[src/rtl/divisor_multimodo.sv]
// divisor_multimodo: iterative restoring divider, unsigned or two's-complement,
// retiring BITS_CICLO quotient bits per clock on sign-stripped magnitudes.
module divisor_multimodo #(
  parameter int tamanyo    = 32,
  parameter int BITS_CICLO = 1
) (
  input  logic               CLK,
  input  logic               RSTa,
  input  logic               Start,
  input  logic               Signo,
  input  logic [tamanyo-1:0] Num,
  input  logic [tamanyo-1:0] Den,
  output logic [tamanyo-1:0] Coc,
  output logic [tamanyo-1:0] Res,
  output logic               Done,
  output logic               Busy,
  output logic               DivCero
);

  localparam int W  = tamanyo;
  localparam int N  = tamanyo / BITS_CICLO;
  localparam int CW = (N > 1) ? $clog2(N) : 1;
  localparam logic [CW-1:0] CNT_INI = CW'(N - 1);
  localparam logic [CW-1:0] CNT_CERO = {CW{1'b0}};
  localparam logic [CW-1:0] CNT_UNO = {{(CW-1){1'b0}}, 1'b1};
  localparam logic [W-1:0]  ZERO_W = {W{1'b0}};
  localparam logic [W-1:0]  ONE_W = {{(W-1){1'b0}}, 1'b1};
  localparam logic [W-1:0]  ONES_W = {W{1'b1}};

  typedef enum logic [1:0] {IDLE = 2'd0, CALC = 2'd1, FIN = 2'd2} state_t;

  function automatic logic [W-1:0] neg2(input logic [W-1:0] v);
    return ~v + ONE_W;
  endfunction

  state_t         state_q, state_d;
  logic [W-1:0]   accu_q, accu_d;
  logic [W-1:0]   quo_q, quo_d;
  logic [W-1:0]   den_q, den_d;
  logic [CW-1:0]  cnt_q, cnt_d;
  logic           neg_coc_q, neg_coc_d;
  logic           neg_res_q, neg_res_d;
  logic           cero_q, cero_d;
  logic [W-1:0]   coc_q, coc_d;
  logic [W-1:0]   res_q, res_d;
  logic           done_q, done_d;
  logic           busy_q, busy_d;
  logic           divcero_q, divcero_d;

  // Next-state and datapath: operand capture, restoring steps, result sign fix-up.
  always_comb begin
    logic [W:0]   sh_v;
    logic [W-1:0] acc_v;
    logic [W-1:0] quo_v;
    state_d   = state_q;
    accu_d    = accu_q;
    quo_d     = quo_q;
    den_d     = den_q;
    cnt_d     = cnt_q;
    neg_coc_d = neg_coc_q;
    neg_res_d = neg_res_q;
    cero_d    = cero_q;
    coc_d     = coc_q;
    res_d     = res_q;
    done_d    = 1'b0;
    busy_d    = busy_q;
    divcero_d = divcero_q;
    sh_v      = {1'b0, ZERO_W};
    acc_v     = accu_q;
    quo_v     = quo_q;
    for (int i = 0; i < BITS_CICLO; i++) begin
      sh_v  = {acc_v, quo_v[W-1]};
      quo_v = {quo_v[W-2:0], 1'b0};
      if (sh_v >= {1'b0, den_q}) begin
        acc_v    = sh_v[W-1:0] - den_q;
        quo_v[0] = 1'b1;
      end else begin
        acc_v    = sh_v[W-1:0];
      end
    end
    case (state_q)
      IDLE: begin
        if (Start) begin
          neg_res_d = Signo & Num[W-1];
          neg_coc_d = (Signo & Num[W-1]) ^ (Signo & Den[W-1]);
          accu_d    = ZERO_W;
          cnt_d     = CNT_INI;
          busy_d    = 1'b1;
          den_d     = (Signo & Den[W-1]) ? neg2(Den) : Den;
          // A zero divisor keeps Num untouched in the quotient register for FIN.
          if (Den == ZERO_W) begin
            cero_d  = 1'b1;
            quo_d   = Num;
            state_d = FIN;
          end else begin
            cero_d  = 1'b0;
            quo_d   = (Signo & Num[W-1]) ? neg2(Num) : Num;
            state_d = CALC;
          end
        end else begin
          state_d = IDLE;
        end
      end
      CALC: begin
        accu_d = acc_v;
        quo_d  = quo_v;
        cnt_d  = cnt_q - CNT_UNO;
        if (cnt_q == CNT_CERO) begin
          state_d = FIN;
        end else begin
          state_d = CALC;
        end
      end
      FIN: begin
        if (cero_q) begin
          coc_d = ONES_W;
          res_d = quo_q;
        end else begin
          coc_d = neg_coc_q ? neg2(quo_q) : quo_q;
          res_d = neg_res_q ? neg2(accu_q) : accu_q;
        end
        divcero_d = cero_q;
        done_d    = 1'b1;
        busy_d    = 1'b0;
        state_d   = IDLE;
      end
      default: begin
        busy_d  = 1'b0;
        state_d = IDLE;
      end
    endcase
  end

  // State and output registers with asynchronous clear.
  always_ff @(posedge CLK or negedge RSTa) begin
    if (!RSTa) begin
      state_q   <= IDLE;
      accu_q    <= ZERO_W;
      quo_q     <= ZERO_W;
      den_q     <= ZERO_W;
      cnt_q     <= CNT_CERO;
      neg_coc_q <= 1'b0;
      neg_res_q <= 1'b0;
      cero_q    <= 1'b0;
      coc_q     <= ZERO_W;
      res_q     <= ZERO_W;
      done_q    <= 1'b0;
      busy_q    <= 1'b0;
      divcero_q <= 1'b0;
    end else begin
      state_q   <= state_d;
      accu_q    <= accu_d;
      quo_q     <= quo_d;
      den_q     <= den_d;
      cnt_q     <= cnt_d;
      neg_coc_q <= neg_coc_d;
      neg_res_q <= neg_res_d;
      cero_q    <= cero_d;
      coc_q     <= coc_d;
      res_q     <= res_d;
      done_q    <= done_d;
      busy_q    <= busy_d;
      divcero_q <= divcero_d;
    end
  end

  assign Coc     = coc_q;
  assign Res     = res_q;
  assign Done    = done_q;
  assign Busy    = busy_q;
  assign DivCero = divcero_q;

endmodule
[config.mk]
export PLATFORM = sky130hd
export DESIGN_NAME = divisor_multimodo
export DESIGN_NICKNAME = d
export VERILOG_FILES = /design/src/rtl/divisor_multimodo.sv
export SDC_FILE = /design/constraint.sdc
export NUM_CORES = 1
export LEC_CHECK = 0
export BUFFER_PORTS_ARGS = -buffer_cell sky130_fd_sc_hd__buf_2
export CORE_ASPECT_RATIO = 2
export CORE_MARGIN = 2
export CORE_UTILIZATION = 30
export CTS_CLUSTER_DIAMETER = 30
export DETAILED_ROUTE_END_ITERATION = 10
export PLACE_DENSITY = 0.55
export SLEW_MARGIN = 20
export SYNTH_ARGS = -nofsm -noshare
export SYNTH_HDL_FRONTEND = slang
export SYNTH_SLANG_ARGS = --single-unit
[constraint.sdc]
create_clock -name CLK -period 4 [get_ports CLK]
set_input_delay 0.4 -clock CLK [delete_from_list [all_inputs] [get_ports CLK]]
set_output_delay 0.4 -clock CLK [all_outputs]
set_load 0.03 [all_outputs]
==> impl_metrics.env <==
export IMPL_status="finished clean"
export IMPL_crit_end="quo_q[0]"
export IMPL_ff2ff_setup_slack_ns=0.28
export IMPL_grt_total_usage_pct=18.3
export IMPL_drcViolationCount=0
export IMPL_cp_arrival_ns=4.02
export IMPL_rsz0062_at_grt="false"
export IMPL_numCtsBuffers=17
export IMPL_power_density_nw_per_um2=879
export IMPL_die_area_um2=40600
export IMPL_fp_row_count=102
export IMPL_dr_pass1_iters=5
export IMPL_grt_pass1_wl_um=57500
export IMPL_port_buffer_count=134
export IMPL_stdcell_count=2033
export IMPL_start_kind="register"
export IMPL_drt_vias_per_instance=5.17
export IMPL_yosysSeqAreaShare_pct=37.1
export IMPL_area_growth_pct=16.0
export IMPL_clk_pin_slew_ns=0.07
export IMPL_cts_root_buf="clkbuf_16"
export IMPL_drtIter0Drc=462
export IMPL_fin_util_pct=35.1
export IMPL_dp_hpwl_um=29400
export IMPL_nFillCells=4099
export IMPL_cts_hold_buf=0
export IMPL_synthCells=1403
export IMPL_initial_utilization_pct=30.3
export IMPL_gp_congestion=0.901
export IMPL_worstSetupStartpoint="accu_q[11]"
export IMPL_cap_violations=0
export IMPL_synth_flop_cell="dfrtp_1"
export IMPL_synth_area_um2=11700
export IMPL_post_cts_repair_setup_buffers=0
export IMPL_cp_max_fo=7
export IMPL_antenna_found_initial=3
export IMPL_async_flop_share_pct=100
export IMPL_drive_gt1_share_pct=15.2
export IMPL_die_y_um=283
export IMPL_crit_required_ns=4.30
export IMPL_place_inst=1998
export IMPL_core_um2=38500
export IMPL_crit_path_end_kind="register"
export IMPL_tightestPinTransition_ns=0.968
export IMPL_grt_pass1_vias=10700
export IMPL_io_pins=135
export IMPL_finalHoldViolCount=0
export IMPL_max_slew_margin_pct=35.5
export IMPL_path_class="reg -> reg"
export IMPL_min_period_ns=3.72
export IMPL_via_count=10500
export IMPL_setup_violations=0
export IMPL_yosysWarnings=0
export IMPL_avgSynthCellArea_um2=8.32
export IMPL_yosysTopAreaCell="dfrtp_1"
export IMPL_ant_nets=0
export IMPL_wl_per_cell_um=18.2
export IMPL_grt_overflow=0
export IMPL_finalCritPeriodShare_pct=92.9
export IMPL_ctsResizeCount=0
export IMPL_cts_sinks=173
export IMPL_peakVddDrop_mv=0.312
export IMPL_rr_worst_depth=10
export IMPL_grt_max_degree=101
export IMPL_syn_nets=1509
export IMPL_setup_tns_ns=0
export IMPL_clk_latency_ns=0.46
export IMPL_fmax_mhz=269
export IMPL_synth_top_cell_area_share_pct=37.1
export IMPL_synthDistinctLibCells=76
export IMPL_r2r_start="accu_q[11]"
export IMPL_synth_edff_count=0
export IMPL_tritoncts="built"
export IMPL_leakage_nw=6.00
export IMPL_maxSlewViolCount=0
export IMPL_wirelength_um=37000
export IMPL_htreeDepth=4
export IMPL_die_w_um=143
export IMPL_timing_rr_end="quo_q[0]"
export IMPL_cts_buffer_depth=2
export IMPL_synth_area_top_cells="dfrtp_1 37%, xor2_1 6.6%, o21ai_0 6.1%"
export IMPL_nNetsFinal=1603
export IMPL_clock_skew_ns=0.0150
export IMPL_synth_seq_cells=173
export IMPL_hold_path_class="in -> async"
-- cells in the mapped netlist, drive strengths merged (6+ instances only) --
library cell  instances
o211ai               21
o41ai                 8
buf                  18
or4                  16
xnor2                55
nor2                123
a211oi                6
a22oi                29
inv                  57
ha                   37
o31ai                31
o21ai               145
and2                  7
or3                  13
mux2i                13
a21o                 24
nand4                 9
a31oi                 9
nor4                 11
nand2               172
nor3                 34
nand2b               11
clkbuf               68
a221o                13
and3                  8
dfrtp               173
xor2                 88
a21oi               114
nand3                22
or2                   6
-- state kept, by name, indices dropped and copies added, names as in the netlist, 2 cells and up --
register	count
quo_q	32
Res	32
cnt_q	5
state_q	2
Coc	32
accu_q	32
den_q	32
-- cell type report --
| class | count | area, µm² | area share, % |
|---|---|---|---|
| sequential | 173 | 4330 | 32.0 |
| multi-input combinational | 1085 | 6800 | 50.2 |
| tap | 520 | 651 | 4.81 |
| timing repair buffer | 161 | 905 | 6.68 |
| clock buffer | 19 | 443 | 3.27 |
| clock inverter | 13 | 180 | 1.33 |
| antenna | 3 | 7.51 | 0.0554 |
| inverter | 59 | 221 | 1.64 |
-- placed cells by master (no fill, tap or decap), types with 13 or more instances in the layout --
cell,count
a21o_1,24
a21oi_1,112
a221o_1,13
a22oi_1,29
buf_2,133
buf_4,25
clkbuf_16,17
dfrtp_1,172
ha_1,37
inv_1,56
mux2i_1,13
nand2_1,170
nand3_1,20
nor2_1,121
nor3_1,32
o211ai_1,21
o21ai_0,142
o31ai_1,29
or4_1,14
xnor2_1,55
xor2_1,88
-- worst min-delay path by stage --
stage,from,end,depth (start not counted)
finish,RSTa,den_q[30],1
global route,RSTa,den_q[30],1
global placement,Coc[0],Coc[0],2
detailed placement,Coc[0],Coc[0],2
floorplan,RSTa,Busy,0
CTS,RSTa,den_q[30],1
-- stage by stage --
| step | area (µm²) | total power [mW] | setup slack [ns] | hold slack [ns] |
|---|---|---|---|---|
| 2_1_floorplan | 11700 | 8.13 | 1.09 | 0.104 |
| 3_3_place_gp | 12900 | 10.0 | 0.179 | 0.454 |
| 3_5_place_dp | 12900 | 10.1 | 0.236 | 0.460 |
| 6_report | 13500 | 11.9 | 0.284 | 0.0612 |
| 4_1_cts | 13500 | 12.0 | 0.238 | 0.0939 |
| 5_1_grt | 13500 | 12.9 | 0.139 | 0.140 |
-- where the power goes --
group / internal, mW / total (mW) / switching, mW
Combinational: 2.95 / 6.96 / 4.01
Clock: 1.02 / 1.80 / 0.783
Sequential: 2.35 / 3.14 / 0.790
Total: 6.32 / 11.9 / 5.58
-- critical path, cell delays in order (launching register included) --
cell	delay (ns)
dfrtp_1	0.46
ha_1	0.42
a21oi_1	0.21
o21ai_0	0.16
a41o_1	0.30
or2_2	0.29
o211ai_1	0.60
a21oi_2	0.17
o21ai_0	0.64
buf_4	0.22
o221ai_1	0.09
-- kinds of logic (layout without fill, tap and decap cells) --
family	count (synthesis)	after routing	share of synthesized area, %
simple gates	452	452	18.4
buf+inv	145	252	4.86
other cells	0	3	0
fa+ha+maj	38	38	4.14
flops	173	173	37.1
mux	13	13	1.12
compound gates	439	439	23.6
xor+xnor	143	143	10.7
-- per-layer routing --
metal | vias to the layer above | global-route usage (%) | wire [µm]
met2 | 249 | 35.2 | 20700
met5 | - | 0 | 0
met1 | 4988 | 17.9 | 13200
met4 | 0 | 10.8 | 1980
met3 | 91 | 2.52 | 1130
li1 | 5185 | - | -
Power figures use the tool's default switching activity.
